===== config.mk =====
export PLATFORM = sky130hd
export DESIGN_NAME = cart_loader
export DESIGN_NICKNAME = d
export VERILOG_FILES = /design/src/rtl/cart_pkg.sv /design/src/rtl/cart_ext_decode.sv /design/src/rtl/cart_loader.sv
export SDC_FILE = /design/constraint.sdc
export NUM_CORES = 1
export LEC_CHECK = 0
export CORE_MARGIN = 4
export CORE_UTILIZATION = 56
export CTS_CLUSTER_DIAMETER = 120
export DETAILED_ROUTE_END_ITERATION = 7
export GPL_ROUTABILITY_DRIVEN = 1
export PLACE_DENSITY = 0.87
export SLEW_MARGIN = 20
export SYNTH_ARGS = -nofsm -noshare
export SYNTH_HDL_FRONTEND = slang
export SYNTH_SLANG_ARGS = --single-unit

===== constraint.sdc =====
create_clock -name clk_sys -period 7.8 [get_ports clk_sys]
set_clock_uncertainty 0.05 [all_clocks]
set_input_delay 2.34 -clock clk_sys [delete_from_list [all_inputs] [get_ports clk_sys]]
set_output_delay 2.34 -clock clk_sys [all_outputs]
set_load 0.05 [all_outputs]

===== src/rtl/cart_pkg.sv =====
// Shared types and constants for the cartridge loader: FSM states,
// bankswitch codes and SuperChip mode encodings.
package cart_pkg;

    typedef enum logic [1:0] {
        ST_IDLE,
        ST_LOAD,
        ST_SCAN,
        ST_DONE
    } state_t;

    localparam logic [3:0] BS_NONE = 4'd0;
    localparam logic [3:0] BS_F8   = 4'd1;
    localparam logic [3:0] BS_F6   = 4'd2;
    localparam logic [3:0] BS_FE   = 4'd3;
    localparam logic [3:0] BS_E0   = 4'd4;
    localparam logic [3:0] BS_3F   = 4'd5;
    localparam logic [3:0] BS_F4   = 4'd6;
    localparam logic [3:0] BS_P2   = 4'd7;
    localparam logic [3:0] BS_FA   = 4'd8;
    localparam logic [3:0] BS_CV   = 4'd9;

    localparam logic [1:0] SC_AUTO = 2'd0;
    localparam logic [1:0] SC_OFF  = 2'd1;
    localparam logic [1:0] SC_ON   = 2'd2;

    localparam int          SCAN_LEN    = 256;
    localparam int          SC_MIN_SIZE = 8192;
    localparam logic [16:0] SIZE_MAX    = 17'h1FFFF;

endpackage


===== src/rtl/cart_ext_decode.sv =====
// Maps the file extension of the downloaded image to a forced bankswitch
// scheme code; unknown extensions select no forcing.
module cart_ext_decode
    import cart_pkg::*;
(
    input  logic [31:0] file_ext,
    output logic [3:0]  bank_sw
);

    logic [23:0] ext;

    always_comb begin
        // Three-letter names arrive right-aligned; four-letter ones carry a suffix byte.
        ext = (file_ext[23:16] == 8'h2E) ? file_ext[23:0] : file_ext[31:8];
        case (ext)
            ".F8":   bank_sw = BS_F8;
            ".F6":   bank_sw = BS_F6;
            ".FE":   bank_sw = BS_FE;
            ".E0":   bank_sw = BS_E0;
            ".3F":   bank_sw = BS_3F;
            ".F4":   bank_sw = BS_F4;
            ".P2":   bank_sw = BS_P2;
            ".FA":   bank_sw = BS_FA;
            ".CV":   bank_sw = BS_CV;
            default: bank_sw = BS_NONE;
        endcase
    end

endmodule


===== src/rtl/cart_loader.sv =====
// Cartridge loader: writes the HPS download into cart ROM, optionally scans
// the first page for SuperChip padding, then publishes the cart configuration.
//
// state | meaning
// IDLE  | waiting for a download rising edge; outputs hold last config
// LOAD  | forwarding download writes to ROM, tracking image size
// SCAN  | reading bytes 0..255 and comparing them against byte 0
// DONE  | one-cycle commit of rom_size/force_bs/sc, done pulse
module cart_loader
    import cart_pkg::*;
(
    input  logic        clk_sys,
    input  logic        reset_n,
    input  logic        ioctl_download,
    input  logic        ioctl_wr,
    input  logic [24:0] ioctl_addr,
    input  logic [7:0]  ioctl_dout,
    input  logic [31:0] ioctl_file_ext,
    input  logic [1:0]  sc_mode,
    output logic [14:0] ram_addr,
    output logic [7:0]  ram_din,
    output logic        ram_we,
    input  logic [7:0]  ram_q,
    output logic [16:0] rom_size,
    output logic [3:0]  force_bs,
    output logic        sc,
    output logic        core_reset,
    output logic        busy,
    output logic        done
);

    state_t      state, state_nxt;
    logic        dl_q;
    logic        dl_rise, dl_fall;
    logic [16:0] size;
    logic [16:0] wr_end;
    logic        scan_hit;
    logic [8:0]  scan_left;
    logic [8:0]  scan_idx;
    logic [7:0]  byte0;
    logic [1:0]  mode_q;
    logic [31:0] ext_q;
    logic [3:0]  bs_dec;
    logic        sc_dec;

    assign dl_rise = ioctl_download & ~dl_q;
    assign dl_fall = ~ioctl_download & dl_q;

    assign wr_end   = ((|ioctl_addr[24:17]) || (ioctl_addr[16:0] == SIZE_MAX)) ?
                      SIZE_MAX : ioctl_addr[16:0] + 17'd1;
    assign scan_idx = 9'(SCAN_LEN) - scan_left;

    assign busy       = (state != ST_IDLE);
    assign core_reset = busy;

    cart_ext_decode u_ext_decode (
        .file_ext (ext_q),
        .bank_sw  (bs_dec)
    );

    always_comb begin
        case (mode_q)
            SC_AUTO: sc_dec = (ext_q[7:0] == "S") | scan_hit;
            SC_OFF:  sc_dec = 1'b0;
            default: sc_dec = 1'b1;
        endcase
    end

    always_comb begin
        state_nxt = state;
        ram_addr  = '0;
        ram_din   = '0;
        ram_we    = 1'b0;
        done      = 1'b0;
        case (state)
            ST_IDLE: begin
                if (dl_rise) state_nxt = ST_LOAD;
            end
            ST_LOAD: begin
                ram_addr = ioctl_addr[14:0];
                ram_din  = ioctl_dout;
                ram_we   = ioctl_wr & ~(|ioctl_addr[24:15]);
                if (dl_fall)
                    state_nxt = (size >= 17'(SC_MIN_SIZE) && mode_q == SC_AUTO) ?
                                ST_SCAN : ST_DONE;
            end
            ST_SCAN: begin
                ram_addr = {7'd0, scan_idx[7:0]};
                if (dl_rise)
                    state_nxt = ST_LOAD;
                else if (scan_left == 9'd0)
                    state_nxt = ST_DONE;
            end
            ST_DONE: begin
                // A restart arriving in the commit cycle wins; no commit, no pulse.
                done      = ~dl_rise;
                state_nxt = dl_rise ? ST_LOAD : ST_IDLE;
            end
            default: state_nxt = ST_IDLE;
        endcase
    end

    always_ff @(posedge clk_sys or negedge reset_n) begin
        if (!reset_n) begin
            state     <= ST_IDLE;
            dl_q      <= 1'b1; // a download still high after reset is not a new edge
            size      <= '0;
            scan_hit  <= 1'b0;
            scan_left <= '0;
            byte0     <= '0;
            mode_q    <= SC_AUTO;
            ext_q     <= '0;
            rom_size  <= '0;
            force_bs  <= '0;
            sc        <= 1'b0;
        end else begin
            state <= state_nxt;
            dl_q  <= ioctl_download;
            if (state_nxt == ST_LOAD && state != ST_LOAD) begin
                size     <= '0;
                scan_hit <= 1'b0;
                mode_q   <= sc_mode;
                ext_q    <= ioctl_file_ext;
            end else if (state == ST_LOAD) begin
                if (ioctl_wr && wr_end > size) size <= wr_end;
                if (state_nxt == ST_SCAN) begin
                    scan_left <= 9'(SCAN_LEN);
                    scan_hit  <= 1'b1;
                end
            end else if (state == ST_SCAN) begin
                scan_left <= scan_left - 9'd1;
                // ram_q lags ram_addr by one cycle, so byte 0 lands one step after entry.
                if (scan_left == 9'(SCAN_LEN - 1))
                    byte0 <= ram_q;
                else if (scan_left < 9'(SCAN_LEN - 1) && ram_q != byte0)
                    scan_hit <= 1'b0;
            end else if (state == ST_DONE) begin
                rom_size <= size;
                force_bs <= bs_dec;
                sc       <= sc_dec;
            end
        end
    end

endmodule


# --- Word level (Yosys, flattened, before mapping) ---
# Cells that the tools add are included.
word_totals:
  ff_bits: 94
  out_inout_bits: 49
classes:
  order_cmp: 3
  mux: 27
  n_eq_ne: 24
  n_addsub: 3
  reduce_logical: 21
  bitwise_logic: 11
ops:
  columns: ["operator", "count"]
  rows:
  - ["24-bit by 22-bit equality test with 1-bit output (second input constant)", 9]
  - ["17-bit two-way mux", 4]
  - ["4-bit one-hot mux with 9 select lines", 1]
  - ["15-bit one-hot mux with 2 select lines", 1]
  - ["9-bit two-way mux", 3]
  - ["24-bit two-way mux", 1]
  - ["17-bit by 1-bit adder with 17-bit output (second input constant)", 1]
  - ["17-bit equality test (second input constant)", 1]
  - ["17-bit by 14-bit >= comparator with 1-bit output (second input constant)", 1]
  - ["17-bit greater-than comparator", 1]
  - ["4-bit AND reduction", 3]
  - ["1-bit two-way mux", 10]
  - ["10-bit OR reduction", 1]
  - ["9-bit by 8-bit equality test with 1-bit output (second input constant)", 1]
  - ["9-bit logical NOT", 1]
  - ["9-bit by 8-bit less-than comparator with 1-bit output (second input constant)", 1]
  - ["9-bit by 1-bit subtractor with 9-bit output (second input constant)", 1]
  - ["8-bit by 6-bit equality test with 1-bit output (second input constant)", 1]
  - ["8-bit by 7-bit equality test with 1-bit output (second input constant)", 1]
  - ["2-bit two-way mux", 4]
  - ["8-bit two-way mux", 1]
  - ["8-bit != test", 1]
  - ["2-bit one-hot mux with 4 select lines", 1]
  - ["2-bit nonzero test", 4]
  - ["17 further kinds", 35]

# --- Depth between registers and ports, before layout ---
# Gate-level depths: netlist of the first run.
logic_depth:
  word_depth: 9
  depth_mapped: 16
  depth_no_buf: 15

# --- Cells and area by module ---
# From an unflattened synthesis of the first run, not the netlist that was laid out.
unflattened:
  cells_unflattened: 561
  hier_area_um2: 5957.0
by_module_without_submodules:
  columns: ["mod", "area_each_um2", "cells_per_inst", "instances"]
  rows:
  - ["cart_loader", 5307.6, 468, 1]
  - ["cart_ext_decode", 649.4, 93, 1]

# --- Worst setup path before layout of the first run ---
# Ideal clock, no wire load.
synth_timing:
  path_kind: "input to output"
  start: "input ioctl_addr[18]"
  end: "output ram_we"
  slack_ns: 1.208
  t_arrival_ns: 4.202
  required_ns: 5.410
  stages: 3
  n_path_buf: 0
  cell_sequence: "nor4_1 nand2_1 nor4_1"
synth_via:
  elab_chain_len: 4
synth_rtl:
  columns: ["item", "line_no", "text"]
  rows:
  - ["from (decl)", "cart_loader.sv:16", "input logic [24:0] ioctl_addr,"]
  - ["10-bit OR reduction", "cart_loader.sv:82", "ram_we = ioctl_wr & ~(|ioctl_addr[24:15]);"]
  - ["1-bit NOT", "cart_loader.sv:82", null]
  - ["1-bit bitwise AND", "cart_loader.sv:82", null]
  - ["1-bit two-way mux", "cart_loader.sv:75", "case (state)"]
  - ["to (decl)", "cart_loader.sv:22", "output logic ram_we,"]
# No other way between the ends.

# --- Final worst setup path of the first run ---
layout_timing:
  start: "input ioctl_addr[17]"
  end: "output ram_we"
# Same word-level chain as after synthesis.

==> results of run 1 <==
-- stage by stage --
stage	worst slack, ns	instance area, sq um
finish	1.17	7370
global route	1.05	7370
CTS	1.16	7370
detailed placement	1.07	7140
global placement	1.17	7140
floorplan	1.21	5840
-- final cells by class --
type	count	area [sq um]
Inverter	34	128
Fill cell	752	2860
Sequential cell	94	2350
Tap cell	136	170
Multi-Input combinational cell	418	3190
Timing Repair Buffer	131	1300
Clock inverter	5	81.3
Clock buffer	11	151
-- worst max-delay path, stage by stage --
cell and delay [ns]:
clkdlybuf4s50_1 0.43, nor4_1 0.26, nand2_1 0.12, nor4_1 0.24, clkdlybuf4s50_1 0.84
-- sequential cells by signal (all words and copies together) (netlist names) --
signal	count
dl_q	1
sc	1
rom_size	17
state	2
scan_hit	1
mode_q	2
byte0	8
ext_q	32
scan_left	9
size	17
force_bs	4
-- power by group through the flow --
stage	registers (mW)	clock network [mW]	logic, mW
2_1_floorplan	1.02	0	1.14
5_1_grt	0.955	0.402	1.82
3_5_place_dp	0.929	0	1.68
3_3_place_gp	0.912	0	1.62
6_report	0.926	0.376	1.69
4_1_cts	0.922	0.382	1.69
-- per-layer routing --
layer,GRT usage (%),part of all wire [%]
met5,0,0
met4,8.62,2.6
met3,6.58,5.8
met2,41.6,51
met1,32.2,41
-- kinds of logic (layout without fill, tap and decap cells) --
| family | after synthesis | count (layout) | share of synthesized area, % |
|---|---|---|---|
| buffers and inverters | 62 | 181 | 5.16 |
| DFF | 94 | 94 | 40.3 |
| adders and majority gates | 26 | 26 | 5.57 |
| muxes | 79 | 79 | 15.1 |
| AOI/OAI and AO/OA | 91 | 91 | 11.1 |
| and+or+nand+nor | 198 | 198 | 19.1 |
| xor gates and xnor gates | 24 | 24 | 3.60 |
-- synthesized netlist by cell type, types with 6 or more instances --
master	count	area, sq um
clkbuf_1	10	37.5
buf_4	6	45.0
a22oi_1	6	45.0
o21ai_0	8	40.0
nand4_1	9	56.3
inv_1	32	120
ha_1	26	325
nand3_1	17	85.1
nor2b_1	10	62.6
xnor2_1	17	149
buf_2	7	35.0
a21oi_1	28	140
and2_0	8	50.1
nor3_1	6	30.0
xor2_1	7	61.3
nor2_1	31	116
and2_1	26	163
nand2_1	45	169
nor3b_1	6	45.0
mux2_2	73	822
a311oi_1	6	52.6
nor4_1	8	50.1
dfrtp_1	93	2330
-- how the worst max path moves through the flow --
| stage | startpoint | end | cells after the start | slack [ns] |
|---|---|---|---|---|
| floorplan | ioctl_addr[18] | ram_we | 3 | 1.21 |
| global placement | ioctl_addr[18] | ram_we | 5 | 1.17 |
| detailed placement | ioctl_addr[0] | size[3] | 17 | 1.07 |
| CTS | ioctl_addr[17] | ram_we | 5 | 1.16 |
| global route | ioctl_addr[22] | ram_we | 5 | 1.05 |
| finish | ioctl_addr[17] | ram_we | 5 | 1.17 |
==> results.py, run 1 <==
metrics = {
    "status": {
        "status": "complete, no violations",
    },
    "critical_path": {
        "r2r_slack_ns": 4.33,
        "arrival_ns": 4.24,
        "worstSetupPathType": "input port to output port",
        "r2r-end": "ext_q[9]",
        "cp-end-kind": "output port",
        "r2r_start": "state[0]",
        "start_kind": "input port",
        "crit_path_max_fanout": 3,
        "cp.required_ns": 5.41,
        "ff2ff_path_depth": 7,
    },
    "sta": {
        "slew_headroom_pct": 29.6,
        "worst_hold_slack_ns": 0.462,
        "tightest_slew_ns": 1.06,
        "rsz0062_at_grt": "no",
        "fmax_mhz": 151,
        "min_period_over_period_pct": 85.0,
        "hold_viol": 0,
        "slew_viol_final": 0,
        "layout_min_cycle_time_ns": 6.63,
        "tns_ns": 0,
        "setup_violations": 0,
    },
    "layout": {
        "final_common_cell": "clkdlybuf4s50_1",
        "drive_gt1_share_pct": 15.3,
        "antenna_cells": 0,
        "final_cell_mix": "clkdlybuf4s50_1, dfrtp_1, mux2_2",
        "fin_cells": 829,
        "area_delta_synth_final_pct": 26.2,
        "fin_util_pct": 72.1,
        "fin_nets": 793,
    },
    "logic_synthesis": {
        "synth_fp_nets": 679,
        "yosys_warnings": 0,
        "async_flop_share_pct": 100,
        "ys_ff_latch": 94,
        "seq_area_frac_synth_pct": 40.3,
        "synth_edf_count": 0,
        "synth_cells": 574,
        "synth_area_per_cell_sq_um": 10.2,
        "synth_ff_type": "dfrtp_1",
        "synth.cell_area_sq_um": 5840,
        "ys_types": 68,
    },
    "hold_path": {
        "hold_path_end": "rom_size[9]",
        "min_from": "rom_size[9]",
        "min_path_type": "flop to flop",
        "holdPathStages": 1,
    },
    "power": {
        "leakagePower_nw": 3.04,
        "sw_frac_of_total_pct": 45.3,
        "p_sw_mw": 1.36,
        "power_frac_clock_pct": 12.6,
        "seqPwrFrac_pct": 31.0,
        "pwr-share-comb_pct": 56.5,
        "ir_drop_uv": 332,
        "p_int_mw": 1.64,
        "p_per_area_nw_per_um2": 406,
        "power_mw": 2.99,
    },
    "detailed_routing": {
        "first_pass_iters": 4,
        "routed_wl_mm": 14.9,
        "viasPerCell": 5.87,
        "routedWlPerCell_um": 17.9,
        "dr.first_iter.drc_count": 278,
        "vias": 4865,
        "drt.antenna.violating_nets": 0,
        "drc": 0,
    },
    "global_routing": {
        "grt_max_degree": 52,
        "overflow": 0,
        "grt_pass1_wl_mm": 24.0,
        "antenna_found_initial": 0,
        "grt_usage_pct": 25.2,
        "grt_pass1_vias": 4875,
    },
    "floorplan": {
        "start_util_pct": 57.1,
        "die-area_sq_um": 12100,
        "core_sq_um": 10200,
        "io_pins": 128,
        "die_h_um": 110,
        "core.rowCount": 37,
        "die_width_um": 110,
    },
    "clocking": {
        "postCtsHoldBufs": 0,
        "cts_tree": "done",
        "clkLatencyLatePin_ns": 0.38,
        "cts.sinks": 94,
        "path_clk_slew_ns": 0.08,
        "cts_buffer_depth": 2,
        "cts_buffers": 9,
        "ctsResizeCount": 0,
        "clockRootBuffer": "clkbuf_8",
        "htree_levels": 3,
        "postCtsSetupRepairBufs": 0,
    },
    "placement": {
        "gp_routability_congestion": 0.934,
        "hpwl_mm": 11.3,
        "dp_cells": 813,
        "port_buffers": 127,
    },
    "flow_run": {
        "drv_cap": 0,
    },
}
Note: power is estimated with default switching activity, not from simulation.
==> run 2: changes to the inputs <==
--- a/config.mk
+++ b/config.mk
@@ -6,11 +6,11 @@
 export NUM_CORES = 1
 export LEC_CHECK = 0
 export CORE_MARGIN = 4
-export CORE_UTILIZATION = 56
+export CORE_UTILIZATION = 52
 export CTS_CLUSTER_DIAMETER = 120
 export DETAILED_ROUTE_END_ITERATION = 7
 export GPL_ROUTABILITY_DRIVEN = 1
-export PLACE_DENSITY = 0.87
+export PLACE_DENSITY = 0.82
 export SLEW_MARGIN = 20
 export SYNTH_ARGS = -nofsm -noshare
 export SYNTH_HDL_FRONTEND = slang
==> constraint.sdc (replaced) <==
create_clock -name clk_sys -period 6.32 [get_ports clk_sys]
set_clock_uncertainty 0.05 [all_clocks]
set_input_delay 1.896 -clock clk_sys [delete_from_list [all_inputs] [get_ports clk_sys]]
set_output_delay 1.896 -clock clk_sys [all_outputs]
set_load 0.05 [all_outputs]
==> run 2 against run 1 <==
  * Hold slack got worse by 0.0050 ns
  * Die area is 7.1% higher
  * Largest power group unchanged
  * Global-route usage down 1.6 points
  * Sequential share of layout area shrank 0.37 points
  * Register-to-register slack got worse by 1.5 ns
  * Via count down 2.0%
  * Critical path depth up 11
  * Largest cell class unchanged
  * First-iteration DRC count decreased by 1.4%
  * Core utilization fell by 3.9 points
  * Clock-buffer cell count grew 2
==> results.py, run 2 (synthesis results as in run 1) <==
metrics = {
    "layout": {
        "final_cell_mix": "clkdlybuf4s50_1, dfrtp_1, mux2_2",
        "drive_gt1_share_pct": 15.4,
        "seq_area_sq_um": 2350,
        "area_delta_synth_final_pct": 27.7,
        "fin_nets": 796,
        "fill_cells": 856,
        "regMostFlops": "ext_q",
        "antenna_cells": 0,
        "biggestRegsByFlops": "ext_q x32, rom_size x17, size x17",
        "final_common_cell": "clkdlybuf4s50_1",
        "multi_input_area_sq_um": 3190,
        "largest_reg_flops": 32,
    },
    "global_routing": {
        "grt_usage_pct": 23.6,
        "grt.busiest_layer": "met2",
        "gr-usage-met2_pct": 37.9,
        "antenna_found_initial": 0,
        "grt_pass1_vias": 4864,
        "grtUsageMet1_pct": 30.5,
        "overflow": 0,
        "grt_max_degree": 54,
        "grt_pass1_wl_mm": 24.3,
        "grt_util_met3_pct": 5.62,
    },
    "sta": {
        "slew_headroom_pct": 31.2,
        "layout_setup_ws_ns": 0.354,
        "slew_viol_final": 0,
        "fmax_mhz": 168,
        "min_period_over_period_pct": 94.4,
        "worst_hold_slack_ns": 0.457,
        "tns_ns": 0,
        "layout_min_cycle_time_ns": 5.97,
        "tightest_slew_ns": 1.03,
        "setup_violations": 0,
        "rsz0062_at_grt": "no",
        "hold_viol": 0,
    },
    "clocking": {
        "clkLatencyLatePin_ns": 0.35,
        "cts_buffers": 9,
        "cts.sinks": 94,
        "htree_levels": 3,
        "postCtsSetupRepairBufs": 0,
        "clockRootBuffer": "clkbuf_16",
        "ctsResizeCount": 0,
        "postCtsHoldBufs": 0,
        "cts_buffer_depth": 2,
        "path_clk_slew_ns": 0.06,
        "cts_tree": "done",
    },
    "detailed_routing": {
        "drc": 0,
        "viasPerCell": 5.71,
        "routed_wl_mm": 14.6,
        "dr.first_iter.drc_count": 274,
        "vias": 4770,
        "first_pass_iters": 6,
        "drt.antenna.violating_nets": 0,
        "routedWlPerCell_um": 17.5,
    },
    "hold_path": {
        "holdPathStages": 1,
        "min_path_type": "flop to flop",
        "min_from": "rom_size[8]",
        "hold_path_end": "rom_size[8]",
    },
    "placement": {
        "hpwl_mm": 11.2,
        "gp_routability_congestion": 0.880,
        "dp_slack_ns": 0.0290,
        "port_buffers": 127,
    },
    "power": {
        "p_per_area_nw_per_um2": 508,
        "leakagePower_nw": 3.08,
        "power_mw": 3.79,
        "ir_drop_uv": 338,
    },
    "critical_path": {
        "cpPeakStageDelay_ns": 0.50,
        "worstSetupPathType": "input port to flop",
        "cp-end-kind": "flop",
        "cp_cell_sequence": "clkdlybuf4s50_1, ha_1, and4_1, and3_1, and4_1, ha_1, nor2_1, nand2_1, ha_1, a21oi_1, o21ai_0, a2111oi_0, a211oi_1, o31ai_4, buf_4, mux2_2",
        "arrival_ns": 6.15,
        "crit_buf_inv": 2,
        "start_kind": "input port",
        "r2r_start": "state[0]",
        "cp.required_ns": 6.50,
        "crit_path_max_fanout": 10,
        "r2r_slack_ns": 2.86,
        "ff2ff_path_depth": 8,
        "cpMostUsedCell": "ha_1",
        "crit_path_top_delay_cell": "clkdlybuf4s50_1",
        "critical_path.top_delay_family": "compound AO/OA/AOI/OAI gates",
        "r2r-end": "size[14]",
    },
    "flow_run": {
        "drv_cap": 0,
    },
    "floorplan": {
        "core_sq_um": 10900,
        "die_width_um": 114,
        "die-area_sq_um": 13000,
        "die_h_um": 114,
        "io_pins": 128,
        "start_util_pct": 53.4,
        "core.rowCount": 38,
    },
    "status": {
        "status": "complete, no violations",
    },
}
==> run 2: cell count changes in the layout (fill, tap and decap cells not counted), sizes merged <==
cell / previous run / this run
buf: 5 / 9
clkdlybuf4s50: 126 / 125
bufinv: 2 / 1
clkbuf: 11 / 13
clkinvlp: 1 / 0
==> run 2: worst max path at each step <==
stage                   start       end  slack (ns)  cells after the start
6_report        ioctl_addr[0]  size[14]        0.35                     16
5_1_grt         ioctl_addr[0]  size[14]        0.13                     16
4_1_cts         ioctl_addr[0]  size[14]        0.39                     16
3_5_place_dp    ioctl_addr[0]  size[14]        0.03                     16
3_3_place_gp    ioctl_addr[0]  size[10]        0.24                     17
2_1_floorplan  ioctl_addr[18]    ram_we        0.62                      3
==> run 2: metrics by stage <==
stage | instance area, sq um | util (%) | cells
after floorplan | 5840 | - | 574
after global placement | 7160 | 65.5 | 820
after detailed placement | 7160 | 65.5 | 820
after CTS | 7460 | 68.2 | 836
after global routing | 7460 | 68.2 | 836
final | 7460 | 68.2 | 836
==> run 2: cell type report <==
class,count,share of cell area (%)
clock inverter,3,0.587
inverter,34,1.71
sequential,94,31.6
timing repair buffer,134,17.7
clock buffer,13,3.36
tap,140,2.35
multi-input combinational,418,42.8
==> run 2: report_power, final <==
group | switching, mW | internal [mW] | total (mW)
clock network | 0.228 | 0.318 | 0.546
logic | 1.18 | 0.908 | 2.09
registers | 0.276 | 0.873 | 1.15
==> run 2: worst register-to-register path: stages, from the launching register on <==
cell and delay [ns]:
dfrtp_1 0.43, inv_1 0.15, ha_1 0.45, nor2b_1 0.35, nand4b_1 0.21, o211a_1 0.19, or3_2 0.86, and2_1 0.37
mux2_2 0.28
==> run 2: layer usage <==
metal  wire (um)  vias to the layer above
met1        6510                     2290
met5           0                        -
met3         828                       27
met2        6890                      152
li1            -                     2301
met4         406                        0
